### src/rtl/led_status_ctrl.sv
`timescale 1ns/1ps
// led_status_ctrl
//   N-channel status-LED driver. Each channel selects one of four display
//   modes (level, activity pulse-stretch, blink, invert) so that short events
//   such as UART bytes or authentication strobes remain visible on a board LED.
//
//   Optional feature: define LED_PWM_EN to add a global PWM brightness control.
//   Without it, brightness is ignored and no PWM logic is built.
//
// Ports
//   clk        in   system clock
//   reset_n    in   asynchronous active-low reset
//   ch_in      in   [NUM_CH]   status inputs, may be asynchronous to clk
//   ch_mode    in   [2*NUM_CH] mode of channel i at [2i+1:2i]
//                   00 level, 01 stretch, 10 blink, 11 invert
//   brightness in   [PWM_BITS] global duty (LED_PWM_EN only)
//   led        out  [NUM_CH]   registered LED pin drive (inverted if ACTIVE_LOW)

module led_status_ctrl #(
  parameter int unsigned NUM_CH        = 4,
  parameter int unsigned TICK_DIV      = 50000,
  parameter int unsigned STRETCH_TICKS = 50,
  parameter int unsigned BLINK_TICKS   = 250,
  parameter bit          ACTIVE_LOW    = 1'b0,
  parameter int unsigned PWM_BITS      = 4
) (
  input  logic                  clk,
  input  logic                  reset_n,
  input  logic [NUM_CH-1:0]     ch_in,
  input  logic [2*NUM_CH-1:0]   ch_mode,
  input  logic [PWM_BITS-1:0]   brightness,
  output logic [NUM_CH-1:0]     led
);

  localparam int unsigned CW = $clog2(TICK_DIV);
  localparam int unsigned BW = (BLINK_TICKS > 1) ? $clog2(BLINK_TICKS) : 1;
  localparam int unsigned SW = $clog2(STRETCH_TICKS + 1);

  typedef enum logic [1:0] {
    ARM_WAIT0,
    ARM_WAIT1,
    ARM_WAIT2,
    ARM_DONE
  } arm_state_e;

  arm_state_e arm_state_q, arm_state_d;

  logic [NUM_CH-1:0] sync1_q, sync2_q, prev_q;
  logic [CW-1:0]     presc_q, presc_d;
  logic [BW-1:0]     blink_cnt_q, blink_cnt_d;
  logic              phase_q, phase_d;
  logic [SW-1:0]     stretch_q [NUM_CH];
  logic [SW-1:0]     stretch_d [NUM_CH];
  logic [NUM_CH-1:0] led_q, led_d;

  logic              tick;
  logic              armed;
  logic [NUM_CH-1:0] edge_det;
  logic [NUM_CH-1:0] raw;
  logic [NUM_CH-1:0] lit;

  assign tick     = (presc_q == CW'(TICK_DIV - 1));
  assign armed    = (arm_state_q == ARM_DONE);
  assign edge_det = sync2_q ^ prev_q;
  assign led      = led_q;

  // Arming sequence: edges seen in the first cycles after reset release
  // come from inputs that were already high (idle-high rx) and are ignored.
  always_comb begin
    arm_state_d = arm_state_q;
    unique case (arm_state_q)
      ARM_WAIT0: arm_state_d = ARM_WAIT1;
      ARM_WAIT1: arm_state_d = ARM_WAIT2;
      ARM_WAIT2: arm_state_d = ARM_DONE;
      ARM_DONE:  arm_state_d = ARM_DONE;
      default:   arm_state_d = ARM_WAIT0;
    endcase
  end

  always_comb begin
    presc_d     = tick ? '0 : presc_q + CW'(1);
    blink_cnt_d = blink_cnt_q;
    phase_d     = phase_q;
    if (tick) begin
      if (blink_cnt_q == BW'(BLINK_TICKS - 1)) begin
        blink_cnt_d = '0;
        phase_d     = ~phase_q;
      end else begin
        blink_cnt_d = blink_cnt_q + BW'(1);
      end
    end
  end

  always_comb begin
    stretch_d = stretch_q;
    raw       = '0;
    for (int unsigned i = 0; i < NUM_CH; i++) begin
      // A fresh edge reloads even when a tick lands in the same cycle.
      if (armed && edge_det[i]) begin
        stretch_d[i] = SW'(STRETCH_TICKS);
      end else if (tick && (stretch_q[i] != '0)) begin
        stretch_d[i] = stretch_q[i] - SW'(1);
      end
      unique case (ch_mode[2*i +: 2])
        2'b00:   raw[i] = sync2_q[i];
        2'b01:   raw[i] = (stretch_q[i] != '0);
        2'b10:   raw[i] = sync2_q[i] & phase_q;
        default: raw[i] = ~sync2_q[i];
      endcase
    end
  end

`ifdef LED_PWM_EN
  logic [PWM_BITS-1:0] pwm_q;
  logic                duty_on;

  // Full-scale brightness bypasses the comparator so the LED is never dark.
  assign duty_on = (brightness == '1) || (pwm_q < brightness);
  assign lit     = raw & {NUM_CH{duty_on}};

  always_ff @(posedge clk or negedge reset_n) begin
    if (!reset_n) begin
      pwm_q <= '0;
    end else begin
      pwm_q <= pwm_q + PWM_BITS'(1);
    end
  end
`else
  logic brightness_unused;

  assign brightness_unused = ^brightness;
  assign lit               = raw;
`endif

  assign led_d = lit ^ {NUM_CH{ACTIVE_LOW}};

  always_ff @(posedge clk or negedge reset_n) begin
    if (!reset_n) begin
      arm_state_q <= ARM_WAIT0;
      sync1_q     <= '0;
      sync2_q     <= '0;
      prev_q      <= '0;
      presc_q     <= '0;
      blink_cnt_q <= '0;
      phase_q     <= 1'b0;
      led_q       <= {NUM_CH{ACTIVE_LOW}};
      for (int unsigned i = 0; i < NUM_CH; i++) begin
        stretch_q[i] <= '0;
      end
    end else begin
      arm_state_q <= arm_state_d;
      sync1_q     <= ch_in;
      sync2_q     <= sync1_q;
      prev_q      <= sync2_q;
      presc_q     <= presc_d;
      blink_cnt_q <= blink_cnt_d;
      phase_q     <= phase_d;
      led_q       <= led_d;
      for (int unsigned i = 0; i < NUM_CH; i++) begin
        stretch_q[i] <= stretch_d[i];
      end
    end
  end

endmodule
### config.mk
export PLATFORM = sky130hd
export DESIGN_NAME = led_status_ctrl
export DESIGN_NICKNAME = d
export VERILOG_FILES = /design/src/rtl/led_status_ctrl.sv
export SDC_FILE = /design/constraint.sdc
export NUM_CORES = 1
export LEC_CHECK = 0
export CORE_UTILIZATION = 40
export CTS_CLUSTER_SIZE = 25
export DETAILED_ROUTE_END_ITERATION = 16
export SETUP_SLACK_MARGIN = 0.1
export SKIP_LAST_GASP = 1
export SLEW_MARGIN = 20
export SYNTH_ARGS = -nofsm -noshare
export SYNTH_HDL_FRONTEND = slang
export SYNTH_SLANG_ARGS = --single-unit
### constraint.sdc
create_clock -name clk -period 3.25 [get_ports clk]
set_clock_uncertainty 0.15 [all_clocks]
set_input_delay 0.975 -clock clk [delete_from_list [all_inputs] [get_ports clk]]
set_output_delay 0.975 -clock clk [all_outputs]
set_load 0.005 [all_outputs]
# == Word level (Yosys, flattened, before mapping) ==
# Cells that the tools add are included.
# word_totals
reg_bits,67
input_bits,18
output_inout_bits,4
# op_classes
addsub,6
eq_ne,13
mux,15
n_bitwise,10
n_reduce_logical,23
# ops
operator,count
$mux 6,8
$reduce_bool 6->1,4
$sub 6x1->6 const B,4
$add 16x1->16 const B,1
$eq 16x16->1 const B,1
$mux 16,1
$eq 2x2->1 const B,6
$pmux 1 s3,4
$eq 2x1->1 const B,5
$logic_not 2->1,5
$add 8x1->8 const B,1
$eq 8x8->1 const B,1
$logic_and 1x1->1,8
$mux 8,1
$reduce_bool 2->1,4
$pmux 2 s3,1
$not 1->1,5
$and 1x1->1,4
$xor 4x4->4,1
$reduce_and 2->1,1
$reduce_or 2->1,1

# == Longest topological paths before layout ==
# depth
depth_word,4
mapped_depth,7
mapped_depth_nobuf,6

# == Worst setup path before layout ==
# No wires, ideal clock.
# synth_timing
path_type,register to register
startpoint,register presc_q[0]
endpoint,register stretch_q[3] in the netlist's numbering
setup_ps,78
arrival_time_ps,1662
required_time_ps,3022
setup_slack_ps,1361
stages_incl_launch_ff,7
path_cell_list,dfrtp_1 ha_1 and3_1 nand4_2 buf_6 or4_1 a21boi_1
# synth_via
elab_chain_len,3
# synth_rtl
item,line,text
start: declaration,49,"logic [CW-1:0] presc_q, presc_d;"
start signal: assignment,155,presc_q <= presc_d;
$eq 16x16->1,62,assign tick = (presc_q == CW'(TICK_DIV - 1));
$logic_and 1x1->1,101,end else if (tick && (stretch_q[i] != '0)) begin
$reduce_bool 2->1 (no source line),n/a,
end signal: indexed assignment,160,stretch_q[i] <= stretch_d[i];
end: declaration,52,logic [SW-1:0] stretch_q [NUM_CH];
# No other way between the ends.
# A chain may end at the register's enable or synchronous reset.

# == Final worst setup path ==
# layout_timing
startpoint,register led_q[0] (netlist: led[0])
endpoint,output port led[0]
# layout_lines
item,line,text
start: declaration,54,"logic [NUM_CH-1:0] led_q, led_d;"
start signal: assignment,146,led_q <= {NUM_CH{ACTIVE_LOW}};
start signal: assignment,158,led_q <= led_d;
end: declaration,32,output logic [NUM_CH-1:0] led
# No word-level cell between the ends.

==> results.md <==
Synth:
- The top cell type's share of synthesized area is between 50% and 60%.
- The count of state elements after synthesis is between 60 and 70.
- By instance count, the leading cell after synthesis is sky130_fd_sc_hd__dfrtp_1.
- The cell count after synthesis is around 320.
- During synthesis, Yosys emitted a total of 0 warnings.
- After synthesis the cells add up to ~0.0033 mm².
- Counting instances in the post-synthesis netlist gives the leading cell types as sky130_fd_sc_hd__dfrtp_1 (67), sky130_fd_sc_hd__o21ai_0 (26), sky130_fd_sc_hd__inv_1 (23), sky130_fd_sc_hd__nand3_1 (21), sky130_fd_sc_hd__nand2_1 (18).
- The number of synthesized flops with an enable pin is 0.
- The average instance in the mapped netlist occupies 10.2 µm².
- The unique cell type count in the Yosys netlist is 43.
- In the synthesized netlist the dominant register cell turns out to be sky130_fd_sc_hd__dfrtp_1.
- Counting flops with an async set or reset pin after synthesis yields a share of 100%.
- Sequential elements use around half of the synthesized area.
- The synthesized design spends more area on one cell type than any other, namely sky130_fd_sc_hd__dfrtp_1.
- Yosys attributes the largest share of cell area to sky130_fd_sc_hd__dfrtp_1 (51%), sky130_fd_sc_hd__ha_1 (4.2%), sky130_fd_sc_hd__o21ai_0 (4.0%).
- The net count after synthesis is approximately 350.

Critical path:
- For the worst setup path, the data required time is approximately 2100 ps.
- STA classifies the critical path endpoint as an output port.
- On the critical path the largest part of the delay comes from buffers and inverters.
- Together, buffers and inverters on the worst path number 1.
- The maximum fanout encountered on the critical timing path is 1.
- The stage delay of the slowest cell on the critical path is 490 ps.
- The kind of critical path is flip-flop to output port.
- The critical path data arrival time is between 1000 and 1500 ps.
- The worst-path cell with the longest stage delay is sky130_fd_sc_hd__clkdlybuf4s50_1.
- The kind of start point of the critical path is a flip-flop.
- Traced cell by cell, the critical path runs through clkdlybuf4s50_1.

Routing:
- The final layout contains routed wiring with a total length of just over 6000 µm.
- The first routing iteration left between 80 and 90 violations.
- After detailed routing, the average wire length per cell comes to roughly 14 µm.
- Once detail routing completed, the nets flagged for antenna violations numbered 0.
- For this run, design rule violations remaining after detail routing come to 0.
- The first detailed-routing pass took 4 iterations.
- Using the TritonRoute via totals, the vias-per-cell ratio works out to 5.37.
- The total number of vias is approximately 2.4k.

Global route:
- The number of antenna violations at the first check in global routing is 0.
- The overall global routing resource usage is roughly 16%.
- The number of global-route vias before repair came to 2,276.
- The first global-routing pass estimated roughly 11,000 µm of wire.
- The total congestion overflow after global routing is 0.
- The pin count of the biggest net entering global routing is 68.

Run:
- Across the run, the number of max-cap violations was 0.

Timing:
- Setup repair after global routing left no endpoint under its margin.
- The number of slew-limit violations in the final report was 0.
- Setup violations remaining at the end of the flow were counted as 0.
- The post-route clock period utilization is between 70% and 80%.
- Headroom to the max-slew limit came out at 63.4%.
- For the final routed database, the setup TNS stands at 0 ps.
- The hold slack is just over 200 ps.
- Static timing analysis puts the maximum clock frequency at around 440 MHz.
- The routed design could run at a clock period as short as 2290 ps.
- The count of final hold-check violations is 0.
- At the pin with the least slew margin, the transition time is about 550 ps.

Clock tree:
- The clock transition at the register clock pins on the worst setup and hold paths after CTS is about 80 ps.
- The post-CTS setup buffer count is 0.
- The CTS H-tree depth is 3.
- For this design, the sink count on the clock tree is 67.
- The number of hold buffers added after cts is 0.
- No sink is reached through more buffers than the 2 on the longest clock path.
- The post-cts gate resize count is 0.
- The insertion delay to the later sink of the worst-skew pair is roughly 350 ps.
- The number of clock buffers added by TritonCTS is 9.
- The clock root buffer is sky130_fd_sc_hd__clkbuf_8.
- TritonCTS built the clock tree.

Die:
- Once the floorplan was initialized, standard cells occupied roughly two fifths of the core.
- 22 I/O pins were placed.
- The region available for standard cell placement spans around 0.008 mm².
- The number of standard-cell rows in the floorplan is 32.
- The die covers between 0.008 and 0.009 mm².
- Measured along the x axis, the die boundary spans 92.5 µm.
- The floorplan die height is 92.5 µm.

Hold path:
- The class of the tightest hold or removal check is flip-flop to flip-flop.

Layout:
- The core utilization of the finished layout is 48.7%.
- Relative to the synthesized area, the layout overhead comes to 16.1%.
- 0 antenna diodes ended up in the layout.
- The final net count is around 370.
- The share of cells above drive strength 1 is about 6.9%.
- The post-route cell area is about 0.0038 mm².

Power and ir drop:
- The static leakage is roughly 1.6 nW.
- The total power is 0.00176 W.
- Power spread over the standard cell area amounts to between 400 and 500 mW/mm².
- IR analysis of the VDD net gives a maximum drop of between 0.00015 and 0.0002 V.

Placed design:
- The estimated wirelength of the detail-placed design is 4080 µm.
- The congestion estimate from routability-driven global placement came to ~0.76.
- The number of buffer cells added on primary ports is 17.
- The total cell area at the placement stage is 0.00356 mm².

Run status:
- The flow ran to the end, and the final reports show no timing, DRC or antenna violations.
[state kept, by name, summed over array words and instances (netlist names), 2 cells and up]
| signal | cells |
|---|---|
| sync2_q | 4 |
| led | 4 |
| sync1_q | 4 |
| stretch_q | 24 |
| blink_cnt_q | 8 |
| prev_q | 4 |
| arm_state_q | 2 |
| presc_q | 16 |
[power by group]
group / leakage, nW / switching, W / internal (W)
clock network: 0.113 / 0.000333 / 0.000511
registers: 0.813 / 0.00000551 / 0.000844
logic: 0.646 / 0.0000354 / 0.0000322
[layout by cell type, fill, tap and decap left out, types with 3 or more instances in the layout]
cell type	n
sky130_fd_sc_hd__a21oi_1	12
sky130_fd_sc_hd__clkbuf_8	9
sky130_fd_sc_hd__and4_1	4
sky130_fd_sc_hd__clkdlybuf4s50_1	16
sky130_fd_sc_hd__dfrtp_1	67
sky130_fd_sc_hd__buf_4	3
sky130_fd_sc_hd__xor2_1	10
sky130_fd_sc_hd__and2_1	3
sky130_fd_sc_hd__nand2b_1	3
sky130_fd_sc_hd__inv_1	23
sky130_fd_sc_hd__nand4_1	6
sky130_fd_sc_hd__nor2_1	10
sky130_fd_sc_hd__bufinv_16	3
sky130_fd_sc_hd__nand3_1	21
sky130_fd_sc_hd__o31ai_1	3
sky130_fd_sc_hd__xnor2_1	6
sky130_fd_sc_hd__mux2i_1	4
sky130_fd_sc_hd__nand2_1	18
sky130_fd_sc_hd__o21ai_0	26
sky130_fd_sc_hd__a31oi_1	5
sky130_fd_sc_hd__nor3_1	9
sky130_fd_sc_hd__nand3b_1	3
sky130_fd_sc_hd__or4_1	9
sky130_fd_sc_hd__o21ai_1	11
sky130_fd_sc_hd__nor3b_1	3
sky130_fd_sc_hd__and3_1	11
sky130_fd_sc_hd__a21boi_1	7
sky130_fd_sc_hd__o211ai_1	4
sky130_fd_sc_hd__or3_1	7
sky130_fd_sc_hd__ha_1	11
[routing by layer]
layer,vias to the layer above,global-route usage [%],wire (µm)
met5,-,0,0
met4,0,8.98,150
met3,11,3.45,162
met2,24,23.5,2700
met1,1187,23.0,3230
li1,1205,-,-
[layout make-up]
| type | count | area (µm²) |
|---|---|---|
| Multi-Input combinational cell | 223 | 1460 |
| Tap cell | 102 | 128 |
| Clock buffer | 10 | 128 |
| Sequential cell | 67 | 1680 |
| Inverter | 23 | 86.3 |
| Timing Repair Buffer | 21 | 208 |
| Clock inverter | 6 | 114 |
| Fill cell | 706 | 4010 |
[through the flow]
step,worst slack [ps],instances
2_1_floorplan,1360,322
3_3_place_gp,1070,436
3_5_place_dp,1000,436
4_1_cts,939,452
5_1_grt,898,452
6_report,960,452
[cells by family (layout without fill, tap and decap cells)]
group / after synthesis / after routing / share of synthesized area, %
AND/OR/NAND/NOR: 118 / 118 / 21.7
adder cells (fa/ha/maj): 11 / 11 / 4.20
XOR/XNOR: 16 / 16 / 4.28
AO/OA/AOI/OAI: 74 / 74 / 13.3
flip-flops: 67 / 67 / 51.2
buffers and inverters: 32 / 60 / 4.13
multiplexers: 4 / 4 / 1.22
[final timing paths]
path,from,to,slack (ps),cells after the start
max in group asynchronous,reset_n,stretch_q[10],2180,2
worst max register to register,presc_q[0],stretch_q[9],1010,6
worst min-delay path,sync1_q[0],sync2_q[0],200,0
worst min register to register,sync1_q[0],sync2_q[0],200,0
worst max-delay path,led[0],led[0],960,1
min in group asynchronous,reset_n,stretch_q[2],490,2
(Power assumes the default switching activity.)
==> RTL edit 1: new RTL, same settings <==
The parameter `NUM_CH` goes from 4 to 8.
--- a/src/rtl/led_status_ctrl.sv
+++ b/src/rtl/led_status_ctrl.sv
@@ -17,7 +17,7 @@
 //   led        out  [NUM_CH]   registered LED pin drive (inverted if ACTIVE_LOW)
 
 module led_status_ctrl #(
-  parameter int unsigned NUM_CH        = 4,
+  parameter int unsigned NUM_CH        = 8,
   parameter int unsigned TICK_DIV      = 50000,
   parameter int unsigned STRETCH_TICKS = 50,
   parameter int unsigned BLINK_TICKS   = 250,
Ports: changed (resized ch_in, ch_mode and led); port bits go from 22 to 38. The function was not compared with the original's and may differ.
==> RTL edit 1 against the unedited design <==
Cell area grew 59%. Worst setup slack lost 0.16 ns. Synthesized area grew 60%. Sequential cell count grew 40. Wire length grew 56%. Count of clock-buffer cells in the layout grew 2. Total power grew 49%. Largest power group unchanged. Critical path depth grew 5. Clock power grew 34%. Largest cell class unchanged. Register-to-register slack lost 0.21 ns.
==> RTL edit 1: results (changes against the unedited design) <==
| Metric | Value |
|---|---|
| Placed Cells | `714 (was 436)` |
| Slowest-stage cell, CP | `and4_2 (was clkdlybuf4s50_1)` |
| Wl on met1 | `4.475 mm (was 3.227 mm)` |
| Non-Filler Instances | `730 (was 452)` |
| Via density | `5.341 (was 5.369)` |
| Final HPWL DP | `6.512 mm (was 4.077 mm)` |
| Sw Pwr | `0.5503 mW (was 0.3742 mW)` |
| Status | `completed (unchanged)` |
| Layout cells sized above 1 | `6.272% (was 6.857%)` |
| Starting DRC count in detailed routing | `193 (was 85)` |
| Top post-synthesis cells by area | `dfrtp_1 (51%), o21ai_0 (5.0%), ha_1 (4.5%), inv_1 (3.1%), and3_1 (3.0%) (was dfrtp_1 (51%), ha_1 (4.2%), o21ai_0 (4.0%), nand3_1 (3.2%), xor2_1 (2.7%))` |
| Wire length per cell | `13.29 um (was 13.80 um)` |
| Largest net degree at the start of global routing | `46 (was 68)` |
| Met2 Track Usage GR | `27.18% (was 23.46%)` |
| Syn Nets | `572 (was 351)` |
| Fill cells | `1,183 (was 706)` |
| M3 GR Usage | `4.826% (was 3.448%)` |
| Root Driver | `clkbuf_16 (was clkbuf_8)` |
| Met3 WL | `348 um (was 162 um)` |
| GRT Resource Usage Total | `16.04% (was 16.39%)` |
| Worst slack, placed | `0.8601 ns (was 0.9997 ns)` |
| Sequential share of the synthesized area | `51.25% (was 51.22%)` |
| Synth unique cells | `49 (was 43)` |
| Critical Path Max Stage Delay | `0.68 ns (was 0.49 ns)` |
| Port buffer count | `33 (was 17)` |
| Vias in the first global route | `3,770 (was 2,276)` |
| Leakage | `2.547 nW (was 1.572 nW)` |
| Drt first pass iters | `5 (was 4)` |
RTL edit 1: worst paths after layout:
path                             from             end  slack [ns]  cells after the start
max in group asynchronous     reset_n      presc_q[8]        1.77                      2
min in group asynchronous     reset_n   stretch_q[29]        0.47                      1
max                        presc_q[0]  blink_cnt_q[2]        0.80                      6
min reg2reg                sync1_q[5]      sync2_q[5]        0.20                      0
max reg2reg                presc_q[0]  blink_cnt_q[2]        0.80                      6
min                        sync1_q[5]      sync2_q[5]        0.20                      0
RTL edit 1: kinds of logic after synthesis:
family                     synth area share, %
DFF                                      51.25
AOI/OAI and AO/OA                        14.87
adders and majority gates                4.550
and+or+nand+nor                          19.06
xor gates and xnor gates                 3.353
muxes                                    1.533
buffers and inverters                    5.388
RTL edit 1: power groups by stage:
stage                     Combinational [mW]  Clock (mW)  Sequential, mW
after floorplan                       0.0430           0            1.39
after global placement                 0.132           0            1.39
after detailed placement               0.134           0            1.39
after CTS                              0.135        1.17            1.36
after global routing                   0.151        1.22            1.37
final                                  0.131        1.13            1.36
RTL edit 1: worst max-delay path: cells and delay by family, from the launching register on:
family	cells	cell delay, ns
simple gates	3	1.00
flops	1	0.42
buf+inv	1	0.28
compound gates	1	0.24
fa+ha+maj	1	0.23
RTL edit 1: cell type report:
type	instances	share of cell area (%)
flip-flops and latches	107	44.38
clock buffers	12	4.417
clock inverters	4	0.7881
well taps	172	3.567
multi-input cells	353	37.58
inverters	43	2.675
repair buffers	39	6.595
RTL edit 1: through the flow:
| stage | hold WS [ns] | cell area [um^2] |
|---|---|---|
| 3_5_place_dp | 0.1862 | 5719 |
| 2_1_floorplan | 0.1812 | 5225 |
| 6_report | 0.2000 | 6033 |
| 3_3_place_gp | 0.1835 | 5719 |
| 4_1_cts | 0.2015 | 6033 |
| 5_1_grt | 0.2078 | 6033 |
==> RTL edit 2: new RTL, same settings <==
Made on the original files. One comparison of `blink_cnt_q` changes from == to >=.
--- a/src/rtl/led_status_ctrl.sv
+++ b/src/rtl/led_status_ctrl.sv
@@ -82,7 +82,7 @@
     blink_cnt_d = blink_cnt_q;
     phase_d     = phase_q;
     if (tick) begin
-      if (blink_cnt_q == BW'(BLINK_TICKS - 1)) begin
+      if (blink_cnt_q >= BW'(BLINK_TICKS - 1)) begin
         blink_cnt_d = '0;
         phase_d     = ~phase_q;
       end else begin
Behaviour: same outputs for any inputs over 10 cycles, from zero or initial values and one cycle with reset_n low; that may be too few to reach the edited logic, so the function may still have changed.
==> RTL edit 2 against the unedited design <==
Sequential share of layout area is 0.10 points lower. Cell area rose by 0.23%. Worst setup slack got worse by 0.0084 ns. Sequential cell count unchanged. Hold slack worse by 0.0017 ns. Total power decreased by 3.2%. Count of clock-buffer cells in the layout is 2 higher. Non-clock buffer count did not move. Synthesized area is 1.9% higher. Wire length decreased by 0.29%. Global-route usage about the same.
==> RTL edit 2: results (changes against the unedited design) <==
| Metric | Value |
|---|---|
| Sequential share of the synthesized area | `50.26% (was 51.22%)` |
| M3 GR Usage | `4.472% (was 3.448%)` |
| PD cells | `447.5 nW/um^2 (was 463.5 nW/um^2)` |
| Final HPWL DP | `4.246 mm (was 4.077 mm)` |
| Via density | `5.300 (was 5.369)` |
| PnR Total Power | `1.705 mW (was 1.762 mW)` |
| Critical path arrival | `2.38 ns (was 1.16 ns)` |
| Count of multi-input gates | `222 (was 223)` |
| Starting DRC count in detailed routing | `80 (was 85)` |
| Fill cells | `720 (was 706)` |
| Met3 WL | `204 um (was 162 um)` |
| Via count | `2,385 (was 2,427)` |
| Slowest-stage cell, CP | `and4_1 (was clkdlybuf4s50_1)` |
| Avg Cell Area, Syn | `10.33 um^2 (was 10.17 um^2)` |
| Combinational gate power | `0.0718 mW (was 0.0677 mW)` |
| Clkbuf count | `12 (was 10)` |
| Largest net degree at the start of global routing | `46 (was 68)` |
| Sequential power | `0.851 mW (was 0.850 mW)` |
| Top delay family on crit path | `simple AND/OR/NAND/NOR gates (was buffers and inverters)` |
| Sw Pwr | `0.3536 mW (was 0.3742 mW)` |
| Placed Cells | `434 (was 436)` |
| Syn Nets | `353 (was 351)` |
| Placed Area | `3582 um^2 (was 3560 um^2)` |
| Slew HR | `64.42% (was 63.41%)` |
| GRT Resource Usage Total | `16.40% (was 16.39%)` |
| Buffer share of cell area | `5.452% (was 5.464%)` |
| Wl on met1 | `3.065 mm (was 3.227 mm)` |
| Inverter count | `22 (was 23)` |
| Drt total wl | `6.221 mm (was 6.239 mm)` |
| Seq/total area | `44.01% (was 44.11%)` |
| Status | `completed (unchanged)` |
| Worst slack, placed | `0.9194 ns (was 0.9997 ns)` |
| Fraction of area in multi-input gates | `39.05% (was 38.45%)` |
| Leakage | `1.593 nW (was 1.572 nW)` |
| GP Congestion | `0.7799 (was 0.7601)` |
| Layout cells sized above 1 | `8.621% (was 6.857%)` |
| Final sequential cell count | `67 (unchanged)` |
## RTL edit 2: changes by cell type after synthesis, sizes merged, moves of 4 or more
cell | unedited run | this run
xor2 | 10 | 6
xnor2 | 6 | 11
a31oi | 5 | 11
a21boi | 7 | 0
nor2 | 10 | 14
or4 | 9 | 5
nand2 | 18 | 8
## RTL edit 2: final timing paths
path / cells past startpoint / startpoint / slack [ns] / endpoint
hold / removal: 0 / sync1_q[3] / 0.20 / sync2_q[3]
setup / recovery: 6 / presc_q[0] / 0.95 / stretch_q[3]
min in group asynchronous: 1 / reset_n / 0.47 / stretch_q[21]
setup reg to reg: 6 / presc_q[0] / 0.95 / stretch_q[3]
max in group asynchronous: 2 / reset_n / 1.87 / blink_cnt_q[2]
hold reg to reg: 0 / sync1_q[3] / 0.20 / sync2_q[3]
## RTL edit 2: kinds of logic after synthesis
logic type | share of synthesized area [%]
simple gates | 20.89
compound gates | 13.84
flops | 50.26
buf+inv | 5.139
xor+xnor | 4.464
fa+ha+maj | 4.501
mux | 0.9003
